File: src/rtl/serial_cmp_ctrl.sv
// Bit-serial unsigned magnitude comparator: one 1-bit compare cell walks the
// captured operands MSB first and reports sticky g/l/e plus the deciding bit index.
module serial_cmp_ctrl #(
    parameter int WIDTH      = 8,
    parameter int EARLY_EXIT = 1,
    localparam int IDX_W     = (WIDTH > 1) ? $clog2(WIDTH) : 1
) (
    input  logic             clk,
    input  logic             rst_n,
    input  logic             start,
    input  logic [WIDTH-1:0] a,
    input  logic [WIDTH-1:0] b,
    output logic             busy,
    output logic             done,
    output logic             g,
    output logic             l,
    output logic             e,
    output logic [IDX_W-1:0] diff_idx
);

    typedef enum logic [1:0] {S_IDLE, S_RUN, S_DONE} state_t;

    state_t           state_q;
    logic [WIDTH-1:0] sa_q, sb_q, sa_d, sb_d;
    logic [IDX_W-1:0] cnt_q, cnt_d, idx_q;
    logic             busy_q, done_q, g_q, l_q, e_q;
    logic             cell_g, cell_l, decided, take;

    always_comb begin
        cell_g  = sa_q[WIDTH-1] & ~sb_q[WIDTH-1];
        cell_l  = ~sa_q[WIDTH-1] & sb_q[WIDTH-1];
        decided = g_q | l_q;
        // Only the first differing bit may latch a decision.
        take    = ~decided & (cell_g | cell_l);
        sa_d    = sa_q << 1;
        sb_d    = sb_q << 1;
        cnt_d   = cnt_q - IDX_W'(1);
    end

    always_ff @(posedge clk) begin
        if (!rst_n) begin
            state_q <= S_IDLE;
            sa_q    <= '0;
            sb_q    <= '0;
            cnt_q   <= '0;
            idx_q   <= '0;
            busy_q  <= 1'b0;
            done_q  <= 1'b0;
            g_q     <= 1'b0;
            l_q     <= 1'b0;
            e_q     <= 1'b0;
        end else begin
            done_q <= 1'b0;
            case (state_q)
                S_IDLE: begin
                    if (start) begin
                        sa_q    <= a;
                        sb_q    <= b;
                        cnt_q   <= IDX_W'(WIDTH - 1);
                        idx_q   <= '0;
                        g_q     <= 1'b0;
                        l_q     <= 1'b0;
                        e_q     <= 1'b0;
                        busy_q  <= 1'b1;
                        state_q <= S_RUN;
                    end
                end
                S_RUN: begin
                    if (take) begin
                        g_q   <= cell_g;
                        l_q   <= cell_l;
                        idx_q <= cnt_q;
                    end
                    if (take && (EARLY_EXIT != 0)) begin
                        done_q  <= 1'b1;
                        state_q <= S_DONE;
                    end else if (cnt_q == '0) begin
                        if (!decided && !take) e_q <= 1'b1;
                        done_q  <= 1'b1;
                        state_q <= S_DONE;
                    end else begin
                        sa_q  <= sa_d;
                        sb_q  <= sb_d;
                        cnt_q <= cnt_d;
                    end
                end
                S_DONE: begin
                    busy_q  <= 1'b0;
                    state_q <= S_IDLE;
                end
                default: state_q <= S_IDLE;
            endcase
        end
    end

    assign busy     = busy_q;
    assign done     = done_q;
    assign g        = g_q;
    assign l        = l_q;
    assign e        = e_q;
    assign diff_idx = idx_q;

endmodule

File: config.mk
export PLATFORM = sky130hd
export DESIGN_NAME = serial_cmp_ctrl
export DESIGN_NICKNAME = d
export VERILOG_FILES = /design/src/rtl/serial_cmp_ctrl.sv
export SDC_FILE = /design/constraint.sdc
export NUM_CORES = 1
export LEC_CHECK = 0
export ABC_AREA = 1
export CORE_MARGIN = 4
export CORE_UTILIZATION = 45
export CTS_CLUSTER_SIZE = 12
export DETAILED_ROUTE_END_ITERATION = 10
export GPL_TIMING_DRIVEN = 0
export PLACE_DENSITY = 0.85
export SYNTH_ARGS = -nofsm -noshare
export SYNTH_HDL_FRONTEND = slang
export SYNTH_SLANG_ARGS = --single-unit
File: constraint.sdc
create_clock -name clk -period 1.24 [get_ports clk]
set_input_delay 0.124 -clock clk [delete_from_list [all_inputs] [get_ports clk]]
set_output_delay 0.124 -clock clk [all_outputs]
set_load 0.02 [all_outputs]
After elaboration in Yosys (flattened, before gate mapping)

Cells that the tools add are included.

Logic and storage cells: 73
Flip-flop bits (word level): 29

Equal/unequal tests: 9
Bitwise operators: 8
Reductions and logical operators: 13
Mux-type cells: 32
Add/subtract/negate cells: 1

Operators by type and width:

| operator            | count |
|---|---|
| $mux 8              | 6 |
| $pmux 8 s2          | 2 |
| $mux 3              | 5 |
| $ne 2x2->1 const B  | 6 |
| $pmux 3 s2          | 2 |
| $mux 1              | 9 |
| $pmux 1 s2          | 4 |
| $mux 2              | 3 |
| $reduce_and 2->1    | 3 |
| $reduce_and 5->1    | 1 |
| $pmux 2 s2          | 1 |
| $reduce_and 4->1    | 1 |
| $reduce_bool 2->1   | 2 |
| $and 1x1->1         | 3 |
| $logic_not 3->1     | 1 |
| $ne 3x3->1 const B  | 1 |
| $not 1->1           | 3 |
| $reduce_and 3->1    | 1 |
| $sub 3x1->3 const B | 1 |
| $eq 2x1->1 const B  | 1 |
| $eq 2x2->1 const B  | 1 |
| $logic_not 1->1     | 2 |
| $logic_not 2->1     | 1 |
| $or 1x1->1          | 2 |
| $logic_and 1x1->1   | 1 |

Depth between registers and ports, before layout

Gate-level depths: netlist of the first run.

Depth in word-level cells: 10
Depth in mapped cells: 10
Gate-level depth less buffers: 9

Least setup slack after synthesis of the first run

OpenSTA, ideal clock, no wires.

Kind: register -> register
From: register sa_q[7]
To: register sa_q[0]
Cell stages (with the launch flop): 10
Slack: -78 ps
Arrival: 1201 ps
Library setup time: 117 ps
Buffers on the path: 1
Required time: 1123 ps
Cell sequence: dfxtp_1 > inv_1 > ha_1 > inv_1 > nand2_1 > nand3_2 > buf_2 > nand3_1 > nand2_1 > nor2_1

Cells in the longest elaborated chain, start to end: 6
Elaborated cells on any way between the ends: 7
Those cells by class: eq/ne (1); bitwise (5); reduce/logical (1)

RTL lines:

| item                                  | line | source |
|---|---|---|
| from (decl)                           | 24   | `logic [WIDTH-1:0] sa_q, sb_q, sa_d, sb_d;` |
| from (signal assigned)                | 43   | `sa_q <= '0;` |
| from (signal assigned)                | 57   | `sa_q <= a;` |
| from (signal assigned)                | 82   | `sa_q <= sa_d;` |
| $not 1->1                             | 31   | `cell_l = ~sa_q[WIDTH-1] & sb_q[WIDTH-1];` |
| $and 1x1->1                           | 31   |  |
| $or 1x1->1 (*)                        | 34   | `take = ~decided & (cell_g \| cell_l);` |
| $and 1x1->1 (*)                       | 34   |  |
| $ne 2x2->1 (no source line) (*)       | n/a  |  |
| $reduce_and 4->1 (no source line) (*) | n/a  |  |

Mark *: on every way between the ends. The rest lies on a longest branch, timed or not.
A chain may end at the register's enable or synchronous reset.

Worst setup path in the final report of the first run

From: register sa_q[7]
To: register sa_q[7]

The elaborated chain is that of the path after synthesis.

==> results.py, run 1 <==
metrics = {
    "timing": {
        "setup_tns_ns": -3.30,
        "finalSetupViolations": 25,
        "rsz0062_at_grt": "true",
        "worst_slack_ns": -0.204,
        "timing.hold.ws_ns": 0.395,
        "clock.fmax_mhz": 692,
        "worstMarginPinSlew_ns": 0.467,
        "fin_worst_skew_ns": 0.00770,
        "min_period_over_period": 1.16,
        "maxSlewViolCount": 0,
        "period_minus_slack_ns": 1.44,
        "hold_viol": 0,
        "slew_headroom": 0.688,
    },
    "placement": {
        "place_congestion": 0.844,
        "post-place-ws_ns": -0.153,
        "dpl-instance-area_sq_um": 1780,
        "dp.cells": 286,
        "portBuffers": 26,
        "dpl.hpwl_mm": 2.37,
    },
    "run": {
        "maxCapViolCount": 0,
    },
    "floorplan": {
        "fp.dieW_um": 64.7,
        "rows": 20,
        "dieArea_sq_um": 4190,
        "coreArea_sq_um": 3080,
        "ioPinCount": 27,
        "die_y_um": 64.7,
        "start_util": 0.471,
    },
    "cts": {
        "cts_tree": "yes",
        "ctsHoldBuffers": 0,
        "worst_skew_pair.late_latency_ns": 0.34,
        "cts_root_buf": "clkbuf_4",
        "cts.clk_slew.worst_paths_ns": 0.09,
        "htreeDepth": 2,
        "cts.path.max_buffers": 2,
        "cts_made_buffers": 5,
        "clock-sinks": 29,
    },
    "setup_path": {
        "path_max_fanout": 5,
        "worstSetupPathType": "register to register",
        "worstSetupStartpointType": "register",
        "crit_required_ns": 1.47,
        "crit_arrival_ns": 1.68,
        "crit_path_end_kind": "register",
    },
    "logic_synthesis": {
        "syn_avg_cell_area_sq_um": 6.71,
        "synthAdderAreaFrac": 0.0345,
        "synth_xor_area_frac": 0,
        "synth-seq-area-share": 0.401,
        "ys_seq_elements": 29,
        "ys_warn_count": 0,
        "synth_cell_types": 23,
        "netlist_area_sq_um": 1450,
        "synth_simple_gate_area_frac": 0.349,
        "synth_compound_area_frac": 0.104,
        "syn_inst": 216,
        "synth_mux_area_frac": 0,
        "synth_top_family_by_area": "simple AND/OR/NAND/NOR gates",
        "syn_nets": 239,
    },
    "power_and_ir_drop": {
        "peakVddDrop_mv": 0.866,
        "p_int_mw": 1.83,
        "p_sw_frac": 0.382,
        "power.total_mw": 2.95,
        "clock_power_share": 0.191,
        "p_switching_mw": 1.13,
        "power_frac_seq": 0.387,
        "power.density_nw_per_um2": 1420,
        "p_leak_nw": 0.946,
        "combPwrFrac": 0.422,
    },
    "layout": {
        "finalInstanceArea_sq_um": 2080,
        "drive_gt1_frac": 0.271,
        "area_growth_pct": 43.3,
        "nets": 284,
        "stdcell_count": 306,
        "nFillCells": 263,
        "diodes": 0,
        "fin_util": 0.674,
    },
    "routing": {
        "drt_iter0_drc": 128,
        "drc": 0,
        "antenna_left": 0,
        "vias": 1542,
        "wl_per_cell_um": 12.9,
        "drt_pass1_iterations": 6,
        "routed_wl_mm": 3.94,
        "via_per_inst": 5.04,
    },
    "grt": {
        "grt-ovfl-total": 0,
        "grt_pass1_wl_mm": 5.91,
        "track_usage": 0.185,
        "grt_max_degree": 11,
        "grt_pass1_vias": 1393,
        "antenna_found_initial": 0,
    },
    "worst_hold_path": {
        "min_path_type": "input port to register",
    },
    "outcome": {
        "violations": "setup timing",
        "outcome": "complete, but fails checks",
    },
}
-- cells by family after synthesis --
family          Yosys count
compound gates           29
simple gates            117
buf+inv                  37
fa+ha+maj                 4
flops                    29
-- registers in the layout, summed over array words and instances (netlist names) --
name	flops
busy	1
sb_q	8
state_q	2
done	1
sa_q	8
cnt_q	3
g	1
l	1
e	1
diff_idx	3
-- power groups by stage --
stage	Combinational, mW	Clock, mW	Sequential, mW
6_report	1.25	0.563	1.14
5_1_grt	1.37	0.624	1.16
4_1_cts	0.971	0.557	1.14
3_5_place_dp	0.929	0	1.16
3_3_place_gp	0.907	0	1.15
2_1_floorplan	0.629	0	1.18
-- cells in the mapped netlist --
master	number	area [sq um]
buf_6	1	11.3
nand3_1	23	115
o21bai_1	1	7.51
buf_4	2	15.0
nand2_1	42	158
nand2_2	2	12.5
a22oi_1	1	7.51
inv_4	1	6.26
nand4_1	1	6.26
dfxtp_1	29	581
inv_2	2	7.51
clkbuf_1	2	7.51
buf_2	5	25.0
nor2_8	1	20.0
o21ai_0	19	95.1
inv_1	24	90.1
or2_2	1	6.26
and2_1	1	6.26
nand3_2	1	10.0
ha_1	4	50.1
nor3_1	2	10.0
a21oi_1	8	40.0
nor2_1	43	161
-- placed cells by master, fill, tap and decap left out, types with 2 or more instances in the layout --
master / n
buf_2: 2
nor2_2: 13
clkbuf_1: 3
nand2_2: 5
dfxtp_2: 4
clkinv_2: 2
a21oi_1: 6
inv_1: 20
dfxtp_1: 25
ha_1: 2
inv_2: 5
o21ai_1: 7
buf_4: 10
nor2_4: 6
clkbuf_4: 6
o21ai_0: 12
nand3_1: 23
nand2_1: 38
a21oi_2: 2
clkdlybuf4s50_1: 18
buf_6: 5
dlygate4sd2_1: 8
nor2_1: 24
nor3_1: 2
-- worst max-delay path: stages (launching register included) --
cell and delay [ns]:
dfxtp_2 0.36, inv_2 0.05, ha_4 0.27, inv_2 0.04, nand2_2 0.09, nand3_4 0.11
nand2_4 0.11, inv_6 0.05, buf_8 0.13, nor2_2 0.09, nor2_1 0.05
-- routing by layer --
| metal | wire length, um | vias up | share of wire | global-route usage |
|---|---|---|---|---|
| met1 | 1610 | 710 | 0.41 | 0.217 |
| met3 | 224 | 13 | 0.057 | 0.0780 |
| met2 | 2020 | 49 | 0.51 | 0.295 |
| li1 | - | 770 | - | - |
| met5 | 0 | - | 0 | 0 |
| met4 | 87 | 0 | 0.022 | 0.0739 |
-- area by class of cell --
cell class | count | area, sq um | area share
Multi-Input combinational cell | 150 | 833 | 0.401
Sequential cell | 29 | 586 | 0.282
Timing Repair Buffer | 38 | 364 | 0.175
Inverter | 27 | 109 | 0.0524
Buffer | 10 | 77.6 | 0.0374
Tap cell | 44 | 55.1 | 0.0265
Clock buffer | 6 | 41.3 | 0.0199
Clock inverter | 2 | 10.0 | 0.00482
-- timing repair --
| item | in CTS | in global routing |
|---|---|---|
| cloned | 1 | 0 |
| gates resized for setup | 15 | 50 |
| pin swaps | 3 | 10 |
| endpoints found under the setup margin | 33 | 26 |
| setup buffers | 3 | 8 |
-- path summary, 6_finish.rpt --
check / startpoint / to / slack, ns / cells after the start
max: sa_q[7] / sa_q[7] / -0.20 / 10
min: b[0] / sb_q[0] / 0.40 / 3
max reg2reg: sa_q[7] / sa_q[7] / -0.20 / 10
min reg2reg: e / e / 0.48 / 2
Note: power is estimated with default switching activity, not from simulation.
==> run 2: changes to the inputs <==
- ABC_AREA: 1 -> default
==> results.py, run 2 <==
metrics = {
    "outcome": {
        "outcome": "complete, but fails checks",
        "violations": "setup timing",
    },
    "power_and_ir_drop": {
        "power.density_nw_per_um2": 1460,
        "p_leak_nw": 0.863,
        "peakVddDrop_mv": 0.867,
        "power.total_mw": 3.35,
    },
    "logic_synthesis": {
        "syn_inst": 162,
        "synthTopCellsByArea": "dfxtp_1 40%, nand2_1 9.6%, a311oi_2 8.3%",
        "ys_warn_count": 0,
        "synth-seq-area-share": 0.400,
        "synth_flop_cell": "dfxtp_1",
        "synth_edf_count": 0,
        "synth_area_leader_cell": "dfxtp_1",
        "synth_compound_area_frac": 0.249,
        "synth_top_area_frac": 0.400,
        "netlist_area_sq_um": 1450,
        "syn_nets": 185,
        "synth_top_family_by_area": "compound AO/OA/AOI/OAI gates",
        "yosysMostFrequentCell": "nand2_1",
        "synth_mux_area_frac": 0.0483,
        "ys_seq_elements": 29,
        "synth_cell_types": 32,
        "synth_xor_area_frac": 0,
        "async_flop_share": 0,
        "synthAdderAreaFrac": 0.0345,
        "synth_common_cells": "37 x nand2_1, 29 x dfxtp_1, 16 x a31oi_1",
        "synth_simple_gate_area_frac": 0.192,
        "syn_avg_cell_area_sq_um": 8.95,
    },
    "layout": {
        "nets": 232,
        "mostFrequentLayoutCell": "nand2_1",
        "drive_gt1_frac": 0.388,
        "final_cell_mix": "36 x nand2_1, 24 x dfxtp_1, 17 x clkdlybuf4s50_1",
        "reg.largest.list": "sa_q x8, sb_q x8",
        "finalInstanceArea_sq_um": 2290,
        "area_growth_pct": 58.1,
        "diodes": 0,
    },
    "grt": {
        "grt_pass1_wl_mm": 7.63,
        "grt_pass1_vias": 1510,
        "grt_max_degree": 11,
        "track_usage": 0.241,
        "grt-ovfl-total": 0,
        "antenna_found_initial": 0,
    },
    "placement": {
        "dpl.hpwl_mm": 2.55,
        "portBuffers": 25,
        "dpl-instance-area_sq_um": 1810,
        "place_congestion": 0.798,
    },
    "timing": {
        "hold_viol": 0,
        "timing.hold.ws_ns": 0.218,
        "rsz0062_at_grt": "true",
        "maxSlewViolCount": 0,
        "clock.fmax_mhz": 525,
        "min_period_over_period": 1.54,
        "slew_headroom": 0.492,
        "period_minus_slack_ns": 1.90,
        "worst_slack_ns": -0.664,
        "fin_worst_skew_ns": 0.00634,
        "finalSetupViolations": 28,
        "worstMarginPinSlew_ns": 0.762,
    },
    "cts": {
        "cts_tree": "yes",
        "cts.clk_slew.worst_paths_ns": 0.09,
        "htreeDepth": 2,
        "worst_skew_pair.late_latency_ns": 0.34,
        "clock-sinks": 29,
        "cts.path.max_buffers": 2,
        "cts_root_buf": "clkbuf_4",
        "cts_made_buffers": 5,
    },
    "floorplan": {
        "die_y_um": 64.8,
        "rows": 20,
        "coreArea_sq_um": 3080,
        "ioPinCount": 27,
        "dieArea_sq_um": 4190,
        "fp.dieW_um": 64.8,
        "start_util": 0.471,
    },
    "routing": {
        "wl_per_cell_um": 18.2,
        "drc": 0,
        "drt_pass1_iterations": 4,
        "wl_met2_mm": 2.32,
        "drt_iter0_drc": 113,
        "met1_length_mm": 1.85,
        "antenna_left": 0,
        "routed_wl_mm": 4.60,
        "via_per_inst": 5.85,
        "route.met3.wl_um": 293,
        "top_layer_used": "met4",
        "vias": 1481,
    },
    "setup_path": {
        "worstSetupStartpointType": "register",
        "crit_arrival_ns": 2.14,
        "worstSetupPathType": "register to register",
        "r2r_setup_slack_ns": -0.66,
        "path_max_fanout": 6,
        "crit_required_ns": 1.47,
        "crit_path_end_kind": "register",
    },
    "run": {
        "maxCapViolCount": 0,
    },
    "worst_hold_path": {
        "min_path_type": "input port to register",
    },
}
## run 2: logic make-up after synthesis
| kind of cell | after synthesis |
|---|---|
| AO/OA/AOI/OAI | 41 |
| multiplexers | 7 |
| adder cells (fa/ha/maj) | 4 |
| buffers and inverters | 22 |
| AND/OR/NAND/NOR | 59 |
| flip-flops | 29 |
## run 2: metrics by stage
| stage | setup slack (ns) | std cells | TNS, ns | util |
|---|---|---|---|---|
| final | -0.664 | 253 | -14.93 | 0.745 |
| after global routing | -0.707 | 253 | -16.26 | 0.745 |
| after CTS | -0.657 | 251 | -15.25 | 0.737 |
| after detailed placement | -0.812 | 231 | -18.40 | 0.588 |
| after global placement | -0.732 | 231 | -17.13 | 0.588 |
| after floorplan | -0.667 | 162 | -14.65 | - |
## run 2: worst paths after layout
kind | startpoint | endpoint | cells after the start
setup / recovery | sa_q[7] | cnt_q[0] | 6
hold / removal | rst_n | sb_q[0] | 3
setup reg to reg | sa_q[7] | cnt_q[0] | 6
hold reg to reg | diff_idx[2] | diff_idx[2] | 2
## run 2: final cells by class
| cell class | instances | area [sq um] |
|---|---|---|
| sequential | 29 | 589 |
| clock buffer | 7 | 55.1 |
| fill | 209 | 786 |
| tap | 44 | 55.1 |
| multi-input combinational | 111 | 1020 |
| timing repair buffer | 44 | 430 |
| buffer | 12 | 120 |
| inverter | 6 | 22.5 |
## run 2: layer usage
layer | track usage | vias to the layer above
li1 | - | 692
met1 | 0.287 | 716
met2 | 0.413 | 60
met3 | 0.0624 | 13
met4 | 0.0871 | 0
met5 | 0 | -
## run 2: worst max-delay path, cell delays in order, from the launching register on
cell and delay (ns):
dfxtp_2 0.36, inv_2 0.05, ha_4 0.21, or4b_4 0.53
and3_4 0.25, buf_4 0.14, o221a_2 0.26
## run 2: timing repair
item                                    in CTS  in global routing
gates cloned                                 3                  0
resized for setup                           52                  9
endpoints found under the hold margin        0                  0
setup buffers                               13                  3
pin swaps                                   20                 10
endpoints found under the setup margin      36                 30
hold buffers                                 0                  0
## run 2: power by group
group          switching (mW)  internal, mW  leakage (nW)
Combinational           0.723         0.802         0.591
Clock                   0.333         0.267        0.0314
Sequential              0.142          1.09         0.241
Total                    1.20          2.16         0.863
==> run 3: changes to the inputs <==
- PLACE_DENSITY: 0.85 -> 0.82
- clock period: 1.24 -> 2 ns (I/O delays scaled with it)
==> results.py, run 3 (same netlist as run 2, synthesis figures left out) <==
metrics = {
    "routing": {
        "antenna_left": 0,
        "drt_pass1_iterations": 4,
        "via_per_inst": 5.77,
        "routed_wl_mm": 3.80,
        "drc": 0,
        "vias": 1409,
        "wl_per_cell_um": 15.6,
        "drt_iter0_drc": 93,
    },
    "run": {
        "maxCapViolCount": 0,
    },
    "floorplan": {
        "dieArea_sq_um": 4190,
        "ioPinCount": 27,
        "coreArea_sq_um": 3080,
        "fp.dieW_um": 64.8,
        "die_y_um": 64.8,
        "rows": 20,
        "start_util": 0.471,
    },
    "cts": {
        "worst_skew_pair.late_latency_ns": 0.34,
        "cts_made_buffers": 5,
        "cts_tree": "yes",
        "htreeDepth": 2,
        "cts.path.max_buffers": 2,
        "cts_root_buf": "clkbuf_4",
        "cts.clk_slew.worst_paths_ns": 0.10,
        "clock-sinks": 29,
    },
    "grt": {
        "grt-ovfl-total": 0,
        "grt_max_degree": 11,
        "track_usage": 0.197,
        "grt_pass1_vias": 1409,
        "grt_pass1_wl_mm": 6.40,
        "antenna_found_initial": 0,
    },
    "setup_path": {
        "crit_arrival_ns": 2.18,
        "r2r-start": "cnt_q[0]",
        "crit_required_ns": 2.25,
        "crit_path_end_kind": "register",
        "r2r_setup_slack_ns": 0.07,
        "worstSetupStartpointType": "register",
        "reg2reg_depth": 6,
        "worstSetupPathType": "register to register",
        "r2r_end": "sb_q[7]",
        "path_max_fanout": 5,
    },
    "worst_hold_path": {
        "holdPathStages": 3,
        "hold_start": "rst_n",
        "min_to": "l",
        "min_path_type": "input port to register",
    },
    "placement": {
        "portBuffers": 25,
        "place_congestion": 0.862,
        "dpl-instance-area_sq_um": 1760,
        "dpl.hpwl_mm": 2.53,
        "dp.cells": 231,
    },
    "layout": {
        "finalInstanceArea_sq_um": 1940,
        "stdcell_count": 244,
        "diodes": 0,
        "area_growth_pct": 34.1,
        "drive_gt1_frac": 0.220,
        "mostFrequentLayoutCell": "nand2_1",
        "nets": 222,
        "nFillCells": 261,
        "final_cell_mix": "37 x nand2_1, 27 x dfxtp_1, 25 x clkdlybuf4s50_1",
        "reg.largest.list": "sa_q x8, sb_q x8",
    },
    "power_and_ir_drop": {
        "p_switching_uw": 609,
        "peakVddDrop_mv": 0.450,
        "p_leak_nw": 0.725,
        "power_frac_seq": 0.409,
        "p_sw_frac": 0.335,
        "power.density_nw_per_um2": 935,
        "combPwrFrac": 0.363,
        "power.total_mw": 1.82,
        "p_int_mw": 1.21,
        "clock_power_share": 0.228,
    },
    "timing": {
        "min_period_over_period": 0.964,
        "maxSlewViolCount": 0,
        "clock.fmax_mhz": 519,
        "slew_headroom": 0.554,
        "finalSetupViolations": 0,
        "hold_viol": 0,
        "fin_worst_skew_ns": 0.00797,
        "worstMarginPinSlew_ns": 0.669,
        "rsz0062_at_grt": "false",
        "period_minus_slack_ns": 1.93,
    },
    "outcome": {
        "outcome": "finished, final reports clean",
    },
}
==> run 3: changes by cell type in the layout (fill, tap and decap cells not counted), moves of 5 or more <==
cell             delta
buf_4               -6
clkdlybuf4s50_1     +8
a31oi_4             -9
a31oi_1             +8
dlygate4sd2_1       -6
a311oi_2            -5
a311oi_1            +5
==> run 3: worst max-delay path, stage by stage, from the launching register on <==
cell and delay, ns:
dfxtp_1 0.35, inv_1 0.09, ha_1 0.22, or4bb_4 0.52, and3_4 0.22, bufbuf_16 0.27, a311oi_2 0.18
==> run 3: layout make-up <==
cell class	instances	area (sq um)	area share
Multi-Input combinational cell	111	813	0.418
Sequential cell	29	583	0.300
Timing Repair Buffer	33	335	0.172
Clock buffer	7	65.1	0.0335
Buffer	13	65.1	0.0335
Tap cell	44	55.1	0.0283
Inverter	6	22.5	0.0116
Clock inverter	1	5.00	0.00257
==> run 3: routing by layer <==
layer | global-route usage | wire length, um
met5 | 0 | 0
met4 | 0.0765 | 59
met3 | 0.0589 | 206
met2 | 0.324 | 1940
met1 | 0.240 | 1590
==> run 3: stage by stage <==
stage          setup TNS [ns]  hold WS [ns]   util  worst slack, ns
6_report                    0         0.305  0.632           0.0714
2_1_floorplan               0         0.354      -           0.0314
4_1_cts                     0         0.296  0.621           0.0129
3_5_place_dp            -1.18         0.457  0.570           -0.128
5_1_grt                     0         0.338  0.632         0.000594
3_3_place_gp           -0.613         0.443  0.570          -0.0749
==> run 3: how the worst max path moves through the flow <==
stage,start,to
2_1_floorplan,sa_q[7],sa_q[7]
3_3_place_gp,sa_q[7],sb_q[6]
3_5_place_dp,sa_q[7],sb_q[3]
4_1_cts,sa_q[7],sb_q[7]
5_1_grt,cnt_q[0],sb_q[7]
6_report,cnt_q[0],sb_q[7]
==> run 3: power groups by stage <==
| stage | Combinational [mW] | Sequential [mW] | Clock (mW) |
|---|---|---|---|
| global placement | 0.529 | 0.739 | 0 |
| finish | 0.659 | 0.744 | 0.415 |
| CTS | 0.631 | 0.739 | 0.422 |
| global route | 0.712 | 0.757 | 0.449 |
| detailed placement | 0.551 | 0.746 | 0 |
| floorplan | 0.402 | 0.739 | 0 |
==> run 3: timing repair <==
action | CTS | global route
gates cloned | 1 | 0
endpoints found under the hold margin | 0 | 0
gates resized for setup | 7 | 12
hold buffers | 0 | 0
setup endpoints to repair | 20 | 18
pin swaps | 4 | 1
buffers inserted | 5 | 2
